$ cat src/rtl/freq_meter_pkg.sv
// freq_meter_pkg
//    Definitions shared by the frequency meter: FSM state encoding, the
//    result width (the Hz format used by the frequency-word generators) and
//    the set of legal gate divisors.
package freq_meter_pkg;

   // Result width in Hz.
   localparam int unsigned FREQ_W = 32;

   // Measurement FSM states.
   typedef enum logic [1:0] {
      ST_IDLE = 2'd0,
      ST_GATE = 2'd1,
      ST_DONE = 2'd2
   } state_e;

   // Gate divisors supported by the meter (gate = CLKREF/div cycles).
   localparam logic [31:0] GATE_DIV_1    = 32'd1;
   localparam logic [31:0] GATE_DIV_10   = 32'd10;
   localparam logic [31:0] GATE_DIV_100  = 32'd100;
   localparam logic [31:0] GATE_DIV_1000 = 32'd1000;

   // True when div is one of the supported gate divisors.
   function automatic logic gate_div_legal(input logic [31:0] div);
      logic ok;
      case (div)
         GATE_DIV_1, GATE_DIV_10, GATE_DIV_100, GATE_DIV_1000: ok = 1'b1;
         default:                                              ok = 1'b0;
      endcase
      return ok;
   endfunction

endpackage

$ cat src/rtl/freq_meter_sync_edge.sv
// sync_edge
//    Brings an asynchronous input into the clk domain through a 2-FF
//    synchronizer and emits a one-cycle pulse on each synchronized rising
//    edge. A third flop holds the previous synchronized level for the edge
//    compare, so the pulse never depends on the metastable first stage.
//    Latency from a d_i rising edge to pulse_o is 2-3 clk cycles.
// Ports:
//    clk      reference clock
//    rst_n    asynchronous active-low reset (all flops cleared)
//    d_i      asynchronous input
//    pulse_o  one-cycle pulse per rising edge of d_i
module sync_edge (
   input  logic clk,
   input  logic rst_n,
   input  logic d_i,
   output logic pulse_o
);

   logic meta_q;
   logic sync_q;
   logic sync_qq;

   // Synchronizer chain plus previous-level flop.
   always_ff @(posedge clk or negedge rst_n) begin
      if (!rst_n) begin
         meta_q  <= 1'b0;
         sync_q  <= 1'b0;
         sync_qq <= 1'b0;
      end else begin
         meta_q  <= d_i;
         sync_q  <= meta_q;
         sync_qq <= sync_q;
      end
   end

   // Both operands are flop outputs, so the pulse is clean for one cycle.
   assign pulse_o = sync_q & ~sync_qq;

endmodule

$ cat src/rtl/freq_meter.sv
// freq_meter
//    Counts rising edges of an asynchronous input over a gate of
//    GATE_CYCLES = CLKREF/GATE_DIV clk cycles and reports edges*GATE_DIV,
//    i.e. the input frequency in Hz. Single-shot (start) or back-to-back
//    (cont) measurements; one dead cycle (DONE) between windows.
// Ports:
//    clk       reference clock, CLKREF Hz
//    rst_n     asynchronous active-low reset
//    sig_in    signal to measure (asynchronous, 0 .. CLKREF/4 Hz)
//    start     single-cycle measurement request, honoured only in IDLE
//    cont      continuous-mode level, checked in IDLE and in DONE
//    freq_out  last measured frequency in Hz, held until the next result
//    freq_vld  one-cycle pulse in the cycle freq_out takes a new value
//    busy      high while in GATE or DONE
module freq_meter
   import freq_meter_pkg::*;
#(
   parameter logic [31:0] CLKREF   = 32'd256_000_000,
   parameter logic [31:0] GATE_DIV = 32'd1
) (
   input  logic              clk,
   input  logic              rst_n,
   input  logic              sig_in,
   input  logic              start,
   input  logic              cont,
   output logic [FREQ_W-1:0] freq_out,
   output logic              freq_vld,
   output logic              busy
);

   localparam logic [31:0] GATE_CYCLES = CLKREF / GATE_DIV;

   // Elaboration-time parameter sanity.
   if (!gate_div_legal(GATE_DIV)) begin : g_div_illegal
      $error("freq_meter: GATE_DIV must be 1, 10, 100 or 1000");
   end
   if ((CLKREF % GATE_DIV) != 32'd0) begin : g_div_inexact
      $error("freq_meter: GATE_DIV must divide CLKREF exactly");
   end

   logic              edge_p;
   state_e            state_q;
   logic [31:0]       gate_cnt_q;
   logic [31:0]       edge_cnt_q;
   logic [FREQ_W-1:0] freq_out_q;
   logic              freq_vld_q;
   logic              busy_q;
   logic [FREQ_W-1:0] freq_scaled_d;

   sync_edge u_sync_edge (
      .clk     (clk),
      .rst_n   (rst_n),
      .d_i     (sig_in),
      .pulse_o (edge_p)
   );

   // Constant multiply; edge_cnt <= GATE_CYCLES/2 keeps the product < 2^32.
   assign freq_scaled_d = edge_cnt_q * GATE_DIV;

   // Measurement FSM with counters and registered outputs. busy_q is
   // written alongside every state change so it always equals
   // (state_q != ST_IDLE).
   always_ff @(posedge clk or negedge rst_n) begin
      if (!rst_n) begin
         state_q    <= ST_IDLE;
         gate_cnt_q <= 32'd0;
         edge_cnt_q <= 32'd0;
         freq_out_q <= 32'd0;
         freq_vld_q <= 1'b0;
         busy_q     <= 1'b0;
      end else begin
         freq_vld_q <= 1'b0;
         case (state_q)
            ST_IDLE: begin
               if (start || cont) begin
                  state_q    <= ST_GATE;
                  gate_cnt_q <= 32'd0;
                  edge_cnt_q <= 32'd0;
                  busy_q     <= 1'b1;
               end else begin
                  state_q <= ST_IDLE;
                  busy_q  <= 1'b0;
               end
            end
            ST_GATE: begin
               gate_cnt_q <= gate_cnt_q + 32'd1;
               if (edge_p) begin
                  edge_cnt_q <= edge_cnt_q + 32'd1;
               end else begin
                  edge_cnt_q <= edge_cnt_q;
               end
               // The last gate cycle still counts its edge (above).
               if (gate_cnt_q == GATE_CYCLES - 32'd1) begin
                  state_q <= ST_DONE;
               end else begin
                  state_q <= ST_GATE;
               end
               busy_q <= 1'b1;
            end
            ST_DONE: begin
               // Edges seen in this cycle are dropped: the window dead time.
               freq_out_q <= freq_scaled_d;
               freq_vld_q <= 1'b1;
               if (cont) begin
                  state_q    <= ST_GATE;
                  gate_cnt_q <= 32'd0;
                  edge_cnt_q <= 32'd0;
                  busy_q     <= 1'b1;
               end else begin
                  state_q <= ST_IDLE;
                  busy_q  <= 1'b0;
               end
            end
            default: begin
               state_q <= ST_IDLE;
               busy_q  <= 1'b0;
            end
         endcase
      end
   end

   assign freq_out = freq_out_q;
   assign freq_vld = freq_vld_q;
   assign busy     = busy_q;

endmodule

$ cat config.mk
export PLATFORM = sky130hd
export DESIGN_NAME = freq_meter
export DESIGN_NICKNAME = d
export VERILOG_FILES = /design/src/rtl/freq_meter_pkg.sv /design/src/rtl/freq_meter_sync_edge.sv /design/src/rtl/freq_meter.sv
export SDC_FILE = /design/constraint.sdc
export NUM_CORES = 1
export LEC_CHECK = 0
export CORE_MARGIN = 8
export CORE_UTILIZATION = 45
export DETAILED_ROUTE_END_ITERATION = 8
export GPL_ROUTABILITY_DRIVEN = 0
export GPL_TIMING_DRIVEN = 0
export PLACE_DENSITY = 0.71
export SYNTH_ARGS = -nofsm -noshare
export SYNTH_HDL_FRONTEND = slang
export SYNTH_SLANG_ARGS = --single-unit
$ cat constraint.sdc
create_clock -name clk -period 1.8 [get_ports clk]
set_input_delay 0.36 -clock clk [delete_from_list [all_inputs] [get_ports clk]]
set_output_delay 0.36 -clock clk [all_outputs]
set_load 0.02 [all_outputs]
; Word level (Yosys, flattened, before mapping)
; Cells that the tools add are included.
[word_totals]
inputBits = 5
wordCells = 37
reg_bits = 103
out_inout_bits = 34
[op_classes]
reduce_logical = 5
addsub = 2
n_bitwise = 2
eq_ne = 6
mux = 13
[ops]
columns = op, n
row1 = case mux 32 bit (3 select lines), 2
row2 = 2-to-1 mux 32 bit, 3
row3 = "adder 32 x 1 -> 32 bit, second input constant", 2
row4 = "== test 32 x 28 -> 1 bit, second input constant", 1
row5 = "inequality test 2 bit, second input constant", 3
row6 = case mux 2 bit (3 select lines), 1
row7 = 2-to-1 mux 1 bit, 5
row8 = AND reduction 4 bit, 1
row9 = case mux 1 bit (3 select lines), 1
row10 = AND reduction 3 bit, 1
row11 = nonzero test 3 bit, 1
row12 = "== test 2 x 1 -> 1 bit, second input constant", 1
row13 = "== test 2 bit, second input constant", 1
row14 = logical NOT 2 bit, 1
row15 = 2-to-1 mux 2 bit, 1
row16 = bitwise AND 1 bit, 1
row17 = logical OR 1 bit, 1
row18 = NOT 1 bit, 1

; Depth between registers and ports, before layout
; Gate-level depths: netlist of run 1.
[logic_depth]
depth_word = 4
depth_mapped = 7
mapped_depth_nobuf = 6

; Cells and area by module
; Synthesis of run 1 repeated with hierarchy kept, for this count alone.
[hier_totals]
hier_cells = 443
hier_area_um2 = 4749.6
[modules_own_cells]
columns = module, area_per_inst_um2, instances, cells_per_inst
row1 = freq_meter, 4660.7, 1, 439
row2 = sync_edge, 88.8, 1, 4

; Least setup slack after synthesis of run 1
; OpenSTA, ideal clock, no wires.
[synth_timing]
kind = register to register
from = reg gate_cnt_q[0]
to = reg gate_cnt_q[30]
t_arrival_ns = 1.658
path_buffers = 0
path_stages_with_launch = 7
synth_period_minus_slack_ns = 1.736
setup_slack_ns = 0.064
setup_ns = 0.078
path_cell_list = dfrtp_1 ha_1 nand3_1 a211oi_4 nand3_2 or3_1 a21oi_1
[synth_between]
elab_chain_len = 2
[synth_lines]
columns = item, line_no
row1 = from (decl), freq_meter.sv:43  ; logic [31:0] gate_cnt_q;
row2 = from (signal assigned), freq_meter.sv:86  ; gate_cnt_q <= gate_cnt_q + 32'd1;
row3 = adder 32 x 1 -> 32 bit, freq_meter.sv:86
row4 = case mux 32 bit (3 select lines), freq_meter.sv:73  ; case (state_q)
; Every way passes these cells.
; A chain may end at the register's enable or synchronous reset.

; Worst setup path in the final report of run 1
[layout_timing]
from = reg state_q[1]
to = reg gate_cnt_q[17]
[layout_between]
elab_chain_len = 3
elab_cells_between_ends = 8
[layout_lines]
columns = item, line_no
row1 = from (decl), freq_meter.sv:42  ; state_e state_q;
row2 = from (signal assigned), freq_meter.sv:65  ; state_q <= ST_IDLE;
row3 = from (signal assigned), freq_meter.sv:76  ; state_q <= ST_GATE;
row4 = from (signal assigned), freq_meter.sv:81  ; state_q <= ST_IDLE;
row5 = == test 2 bit (tied with other cells), freq_meter.sv:73
row6 = inequality test 2 bit (no source line) / nonzero test 3 bit (equally long branches), n/a
row7 = AND reduction 3 bit (no source line), n/a
; Parallel ways exist; a longest one is shown, timed or not.

==> flow_metrics.env, run 1 <==
export IMPL_finalCritPeriodShare=0.994
export IMPL_synth_main_ff_cell="dfrtp_1"
export IMPL_yosys_register_bits=103
export IMPL_antenna_left=0
export IMPL_yosysMostFrequentCell="dfrtp_1"
export IMPL_diodes=0
export IMPL_rsz0062_at_grt="true"
export IMPL_fin_crit_ps=1790
export IMPL_regArea_um2=2580
export IMPL_synthTopCellsByCount="dfrtp_1 (103), nor2_1 (65), xor2_1 (33)"
export IMPL_path_class="flop to flop"
export IMPL_syn_nets=450
export IMPL_syn_inst=443
export IMPL_synth_edf_count=0
export IMPL_synth_area_um2=4870
export IMPL_clockBufferDepth=2
export IMPL_firstDrtPassIters=4
export IMPL_num_io_pins=39
export IMPL_fillers=918
export IMPL_crit_arrival_ps=2030
export IMPL_ys_types=45
export IMPL_hold_depth=0
export IMPL_drc=0
export IMPL_h_tree_depth=3
export IMPL_dp_hpwl_um=6890
export IMPL_rr_worst_depth=6
export IMPL_via_count=3517
export IMPL_yosysSeqAreaShare=0.529
export IMPL_reg2reg_slack_ps=10
export IMPL_antenna_found_initial=0
export IMPL_power_density_nw_per_um2=727
export IMPL_power_frac_comb=0.105
export IMPL_dp_cells=622
export IMPL_leakage_nw=2.73
export IMPL_die_h_um=120
export IMPL_required_ps=2040
export IMPL_pwr_share_seq=0.589
export IMPL_area_delta_synth_final_pct=23.5
export IMPL_fmax_ghz=0.559
export IMPL_layout_nets=518
export IMPL_path_clk_slew_ps=100
export IMPL_cts_buffers=9
export IMPL_avgRoutedWirePerCell_um=15.5
export IMPL_pwr_share_clk=0.306
export IMPL_dieArea_um2=14400
export IMPL_routed_via_density=5.36
export IMPL_grt_max_degree=61
export IMPL_max_slew_margin=0.612
export IMPL_maxCapViolCount=0
export IMPL_synth_top_cell_area_share=0.529
export IMPL_drive_gt1_frac=0.221
export IMPL_crit_fanout=6
export IMPL_async_flop_share=1.00
export IMPL_swShare=0.282
export IMPL_cts_tree="yes"
export IMPL_drtIter0Drc=175
export IMPL_die_w_um=120
export IMPL_peakVddDrop_v=0.000405
export IMPL_finalMaxSlewViolations=0
export IMPL_hp_class="flop to flop"
export IMPL_clkLatencyLatePin_ps=360
export IMPL_tightestPinTransition_ps=581
export IMPL_yosys_warnings=0
export IMPL_setup_tns_ps=0
export IMPL_drt_wl_total_um=10200
export IMPL_grt_util_all_layers=0.144
export IMPL_setup_worst_path_end_class="flop"
export IMPL_multi_input_area_um2=2370
export IMPL_finish_instance_area_um2=6020
export IMPL_grt_pass1_wl_um=17100
export IMPL_cts_root_buf="clkbuf_8"
export IMPL_hold_viol_final=0
export IMPL_total_power_mw=4.38
export IMPL_grt_pass1_vias=3575
export IMPL_clock_sinks=103
export IMPL_stdcell_count=656
export IMPL_power_switching_mw=1.23
export IMPL_start_kind="flop"
export IMPL_num_rows=38
export IMPL_finClkSkew_ps=11.3
export IMPL_overflow=0
export IMPL_whs_ps=362
export IMPL_p_int_mw=3.14
export IMPL_syn_avg_cell_area_um2=11.0
export IMPL_port_buffer_count=38
export IMPL_placed_cell_area_um2=5450
export IMPL_setup_viol_count_final=0
export IMPL_yosysTopAreaCell="dfrtp_1"
export IMPL_outcome="finished clean"
export IMPL_start_util=0.456
export IMPL_core_area_um2=10700
export IMPL_yosys_top_cells_area="dfrtp_1 (53%), mux2_2 (6.7%), xor2_1 (5.9%)"
through the flow:
step	worst slack (ps)	utilization
finish	9.92	0.563
global route	-119	0.563
CTS	-0.559	0.539
detailed placement	-513	0.510
global placement	-3410	0.507
floorplan	64.1	-
power by group through the flow:
stage          Sequential (mW)  Clock (mW)  Combinational [mW]
5_1_grt                   2.60        1.49               0.517
3_5_place_dp              2.57           0               0.422
2_1_floorplan             2.55           0               0.285
3_3_place_gp              2.57           0               0.400
4_1_cts                   2.53        1.39               0.444
6_report                  2.58        1.34               0.459
critical path: stages, from the launching register on:
cell and delay (ps):
dfrtp_2 460, o21bai_4 210, a2111oi_4 460, buf_4 220
nand4_1 110, xor2_1 160, nor2_1 50
cell usage in the layout, fill, tap and decap left out, types with 6 or more instances in the layout:
cell type and instances:
xnor2_1 23, dfrtp_1 100, clkbuf_8 9, mux2_2 29, xor2_1 33, inv_1 6
nand3_1 24, clkdlybuf4s50_1 35, buf_6 7, nor3_1 7, nand4_1 22, clkbuf_1 6
and3_1 8, and4_1 8, nand2_1 27, nor2_1 64, nor4_4 6, o21ai_0 9
buf_4 17
routing by layer:
metal  wire [um]  global-route usage  vias up
met4         102              0.0437        0
met2        5140               0.242       64
met3         436              0.0338       10
li1            -                   -     1682
met1        4500               0.179     1761
met5           0                   0        -
sequential cells by signal, indices dropped and copies added, names as in the netlist:
name	count
freq_vld	1
freq_out	32
edge_cnt_q	32
u_sync_edge.meta_q	1
u_sync_edge.sync_q	1
state_q	2
u_sync_edge.sync_qq	1
gate_cnt_q	32
busy	1
kinds of logic (layout without fill, tap and decap cells):
family	Yosys count	in the layout	synth area share
flip-flops	103	103	0.529
AND/OR/NAND/NOR	205	206	0.236
buffers and inverters	26	98	0.0249
XOR/XNOR	56	56	0.101
adder cells (fa/ha/maj)	2	2	0.00513
AO/OA/AOI/OAI	20	20	0.0336
multiplexers	31	31	0.0711
final cells by class:
cell class                 count  share of cell area
tap                          140              0.0291
clock buffer                  10              0.0212
clock inverter                 6             0.00915
multi-input combinational    315               0.394
inverter                       6             0.00374
timing repair buffer          58              0.0944
sequential                   103               0.429
buffer                        18              0.0200
final timing paths:
| kind | startpoint | end |
|---|---|---|
| max | state_q[1]$_DFF_PN0_ | gate_cnt_q[17]$_DFFE_PN0P_ |
| min in group asynchronous | rst_n | freq_out[11]$_DFFE_PN0N_ |
| max reg2reg | state_q[1]$_DFF_PN0_ | gate_cnt_q[17]$_DFFE_PN0P_ |
| max in group asynchronous | rst_n | gate_cnt_q[0]$_DFFE_PN0P_ |
| min | u_sync_edge.meta_q$_DFF_PN0_ | u_sync_edge.sync_q$_DFF_PN0_ |
| min reg2reg | u_sync_edge.meta_q$_DFF_PN0_ | u_sync_edge.sync_q$_DFF_PN0_ |
what timing repair did:
item,CTS,global route
setup endpoints to repair,63,51
cloned,1,3
buffers inserted,7,8
pin swaps,5,14
resized for setup,14,45
hold endpoints to repair,10,0
hold buffers,1,0
Note: power is estimated with default switching activity, not from simulation.
==> run 2, diff against run 1 <==
--- a/config.mk
+++ b/config.mk
@@ -6,11 +6,12 @@
 export NUM_CORES = 1
 export LEC_CHECK = 0
 export CORE_MARGIN = 8
-export CORE_UTILIZATION = 45
+export CORE_UTILIZATION = 38
 export DETAILED_ROUTE_END_ITERATION = 8
+export DONT_BUFFER_PORTS = 1
 export GPL_ROUTABILITY_DRIVEN = 0
 export GPL_TIMING_DRIVEN = 0
-export PLACE_DENSITY = 0.71
+export PLACE_DENSITY = 0.58
 export SYNTH_ARGS = -nofsm -noshare
 export SYNTH_HDL_FRONTEND = slang
 export SYNTH_SLANG_ARGS = --single-unit
==> flow_metrics.env, run 2 (synthesis gave the netlist of run 1 again) <==
export IMPL_regArea_um2=2580
export IMPL_path_clk_slew_ps=70
export IMPL_start_util=0.388
export IMPL_leakage_nw=2.51
export IMPL_drc=0
export IMPL_required_ps=2020
export IMPL_peakVddDrop_v=0.000487
export IMPL_whs_ps=-304
export IMPL_dp_hpwl_um=6740
export IMPL_power_switching_mw=1.25
export IMPL_drt_wl_total_um=10200
export IMPL_rsz0062_at_grt="true"
export IMPL_finalCritPeriodShare=1.03
export IMPL_finalMaxSlewViolations=0
export IMPL_path_class="flop to flop"
export IMPL_cts_root_buf="clkbuf_16"
export IMPL_port_buffer_count=0
export IMPL_power_density_nw_per_um2=913
export IMPL_swShare=0.242
export IMPL_die_h_um=129
export IMPL_routed_via_density=5.11
export IMPL_cp_startpoint="state_q[0]$_DFF_PN0_"
export IMPL_grt_max_degree=104
export IMPL_placed_cell_area_um2=5090
export IMPL_crit_arrival_ps=2070
export IMPL_clockBufferDepth=2
export IMPL_grt_use_met2=0.213
export IMPL_use_met3=0.0440
export IMPL_grt_util_all_layers=0.131
export IMPL_area_delta_synth_final_pct=16.0
export IMPL_start_kind="flop"
export IMPL_finClkSkew_ps=10.5
export IMPL_antenna_left=0
export IMPL_final_common_cell="dfrtp_1"
export IMPL_overflow=0
export IMPL_crit_fanout=9
export IMPL_total_power_mw=5.16
export IMPL_die_w_um=129
export IMPL_setup_worst_path_end_class="flop"
export IMPL_fmax_ghz=0.542
export IMPL_num_rows=41
export IMPL_cts_tree="yes"
export IMPL_firstDrtPassIters=4
export IMPL_pre_cts_ws_ps=-237
export IMPL_diodes=0
export IMPL_top_usage_layer="met2"
export IMPL_setup_viol_count_final=8
export IMPL_failed_checks="negative hold slack, negative setup slack"
export IMPL_power_frac_comb=0.077
export IMPL_rr_startpoint="state_q[0]$_DFF_PN0_"
export IMPL_antenna_found_initial=0
export IMPL_fin_crit_ps=1850
export IMPL_tightestPinTransition_ps=585
export IMPL_layout_common_cells="dfrtp_1 (102), nor2_1 (65), xor2_1 (33)"
export IMPL_maxCapViolCount=0
export IMPL_clock_sinks=103
export IMPL_hold_viol_final=103
export IMPL_avgRoutedWirePerCell_um=15.9
export IMPL_num_io_pins=39
export IMPL_fin_ws_ps=-46.6
export IMPL_p_int_mw=3.92
export IMPL_drtIter0Drc=176
export IMPL_clkLatencyLatePin_ps=360
export IMPL_hp_class="input pin to asynchronous set/reset pin"
export IMPL_fillers=1162
export IMPL_dieArea_um2=16700
export IMPL_finish_instance_area_um2=5660
export IMPL_final_core_utilization=0.450
export IMPL_grt_pass1_vias=3359
export IMPL_h_tree_depth=3
export IMPL_cts_buffers=9
export IMPL_max_slew_margin=0.608
export IMPL_pwr_share_seq=0.499
export IMPL_grt_pass1_wl_um=17300
export IMPL_setup_tns_ps=-121
export IMPL_layout_nets=472
export IMPL_drive_gt1_frac=0.217
export IMPL_pwr_share_clk=0.424
export IMPL_outcome="finished, violations left"
export IMPL_via_count=3279
export IMPL_grt_met1_usage=0.162
export IMPL_core_area_um2=12600
export IMPL_multi_input_area_um2=2290
-- run 2: cell types whose count changed in the layout (fill, tap and decap cells not counted), moves of 2 or more --
cell,change
clkdlybuf4s50_1,-35
clkbuf_16,+9
clkbuf_8,-6
nor4_4,-5
buf_6,-4
nor4_2,+4
clkbuf_1,-3
clkinv_4,-3
buf_1,+2
buf_4,-2
bufinv_16,+2
dfrtp_1,+2
dfrtp_2,-2
dlygate4sd2_1,-2
-- run 2: metrics by stage --
| stage | hold slack [ps] | instances |
|---|---|---|
| 2_1_floorplan | 64.4 | 443 |
| 5_1_grt | -331 | 642 |
| 4_1_cts | -316 | 633 |
| 3_3_place_gp | 69.0 | 615 |
| 3_5_place_dp | 68.9 | 615 |
| 6_report | -304 | 642 |
-- run 2: metal layers --
layer | vias to the layer above | wire, um
met5 | - | 0
met4 | 0 | 110
met3 | 9 | 471
met2 | 44 | 5050
met1 | 1640 | 4580
li1 | 1586 | -
-- run 2: timing repair --
item	CTS	global route
resized for setup	12	29
pin swaps	3	6
endpoints found under the hold margin	103	103
buffers inserted	4	7
setup endpoints to repair	62	71
cloned	0	2
-- run 2: cell type report --
cell class | count | area share
Buffer | 18 | 0.0204
Inverter | 6 | 0.00398
Sequential cell | 103 | 0.456
Tap cell | 172 | 0.0381
Clock buffer | 11 | 0.0447
Timing Repair Buffer | 13 | 0.0175
Clock inverter | 5 | 0.0153
Multi-Input combinational cell | 314 | 0.404
-- run 2: path summary, 6_finish.rpt --
check / to / slack, ps / cells after the start
min reg2reg: u_sync_edge.sync_q$_DFF_PN0_ / 350 / 0
max reg2reg: gate_cnt_q[17]$_DFFE_PN0P_ / -50 / 7
max: gate_cnt_q[17]$_DFFE_PN0P_ / -50 / 7
min: freq_out[11]$_DFFE_PN0N_ / -300 / 0
max in group asynchronous: gate_cnt_q[9]$_DFFE_PN0P_ / 1990 / 0
min in group clk: u_sync_edge.meta_q$_DFF_PN0_ / 40 / 0
-- run 2: power by group through the flow --
stage	Clock, mW	Sequential, mW	Combinational, mW
6_report	2.19	2.58	0.398
5_1_grt	2.36	2.60	0.455
4_1_cts	2.26	2.55	0.341
2_1_floorplan	0	2.55	0.285
3_5_place_dp	0	2.57	0.353
3_3_place_gp	0	2.57	0.345
-- run 2: worst max-delay path, stage by stage, from the launching register on --
cell and delay [ps]:
dfrtp_1 370, buf_6 130, nand2b_4 180, a2111oi_4 480, buf_4 220, nand4_1 110, xor2_1 170, nor2_1 60
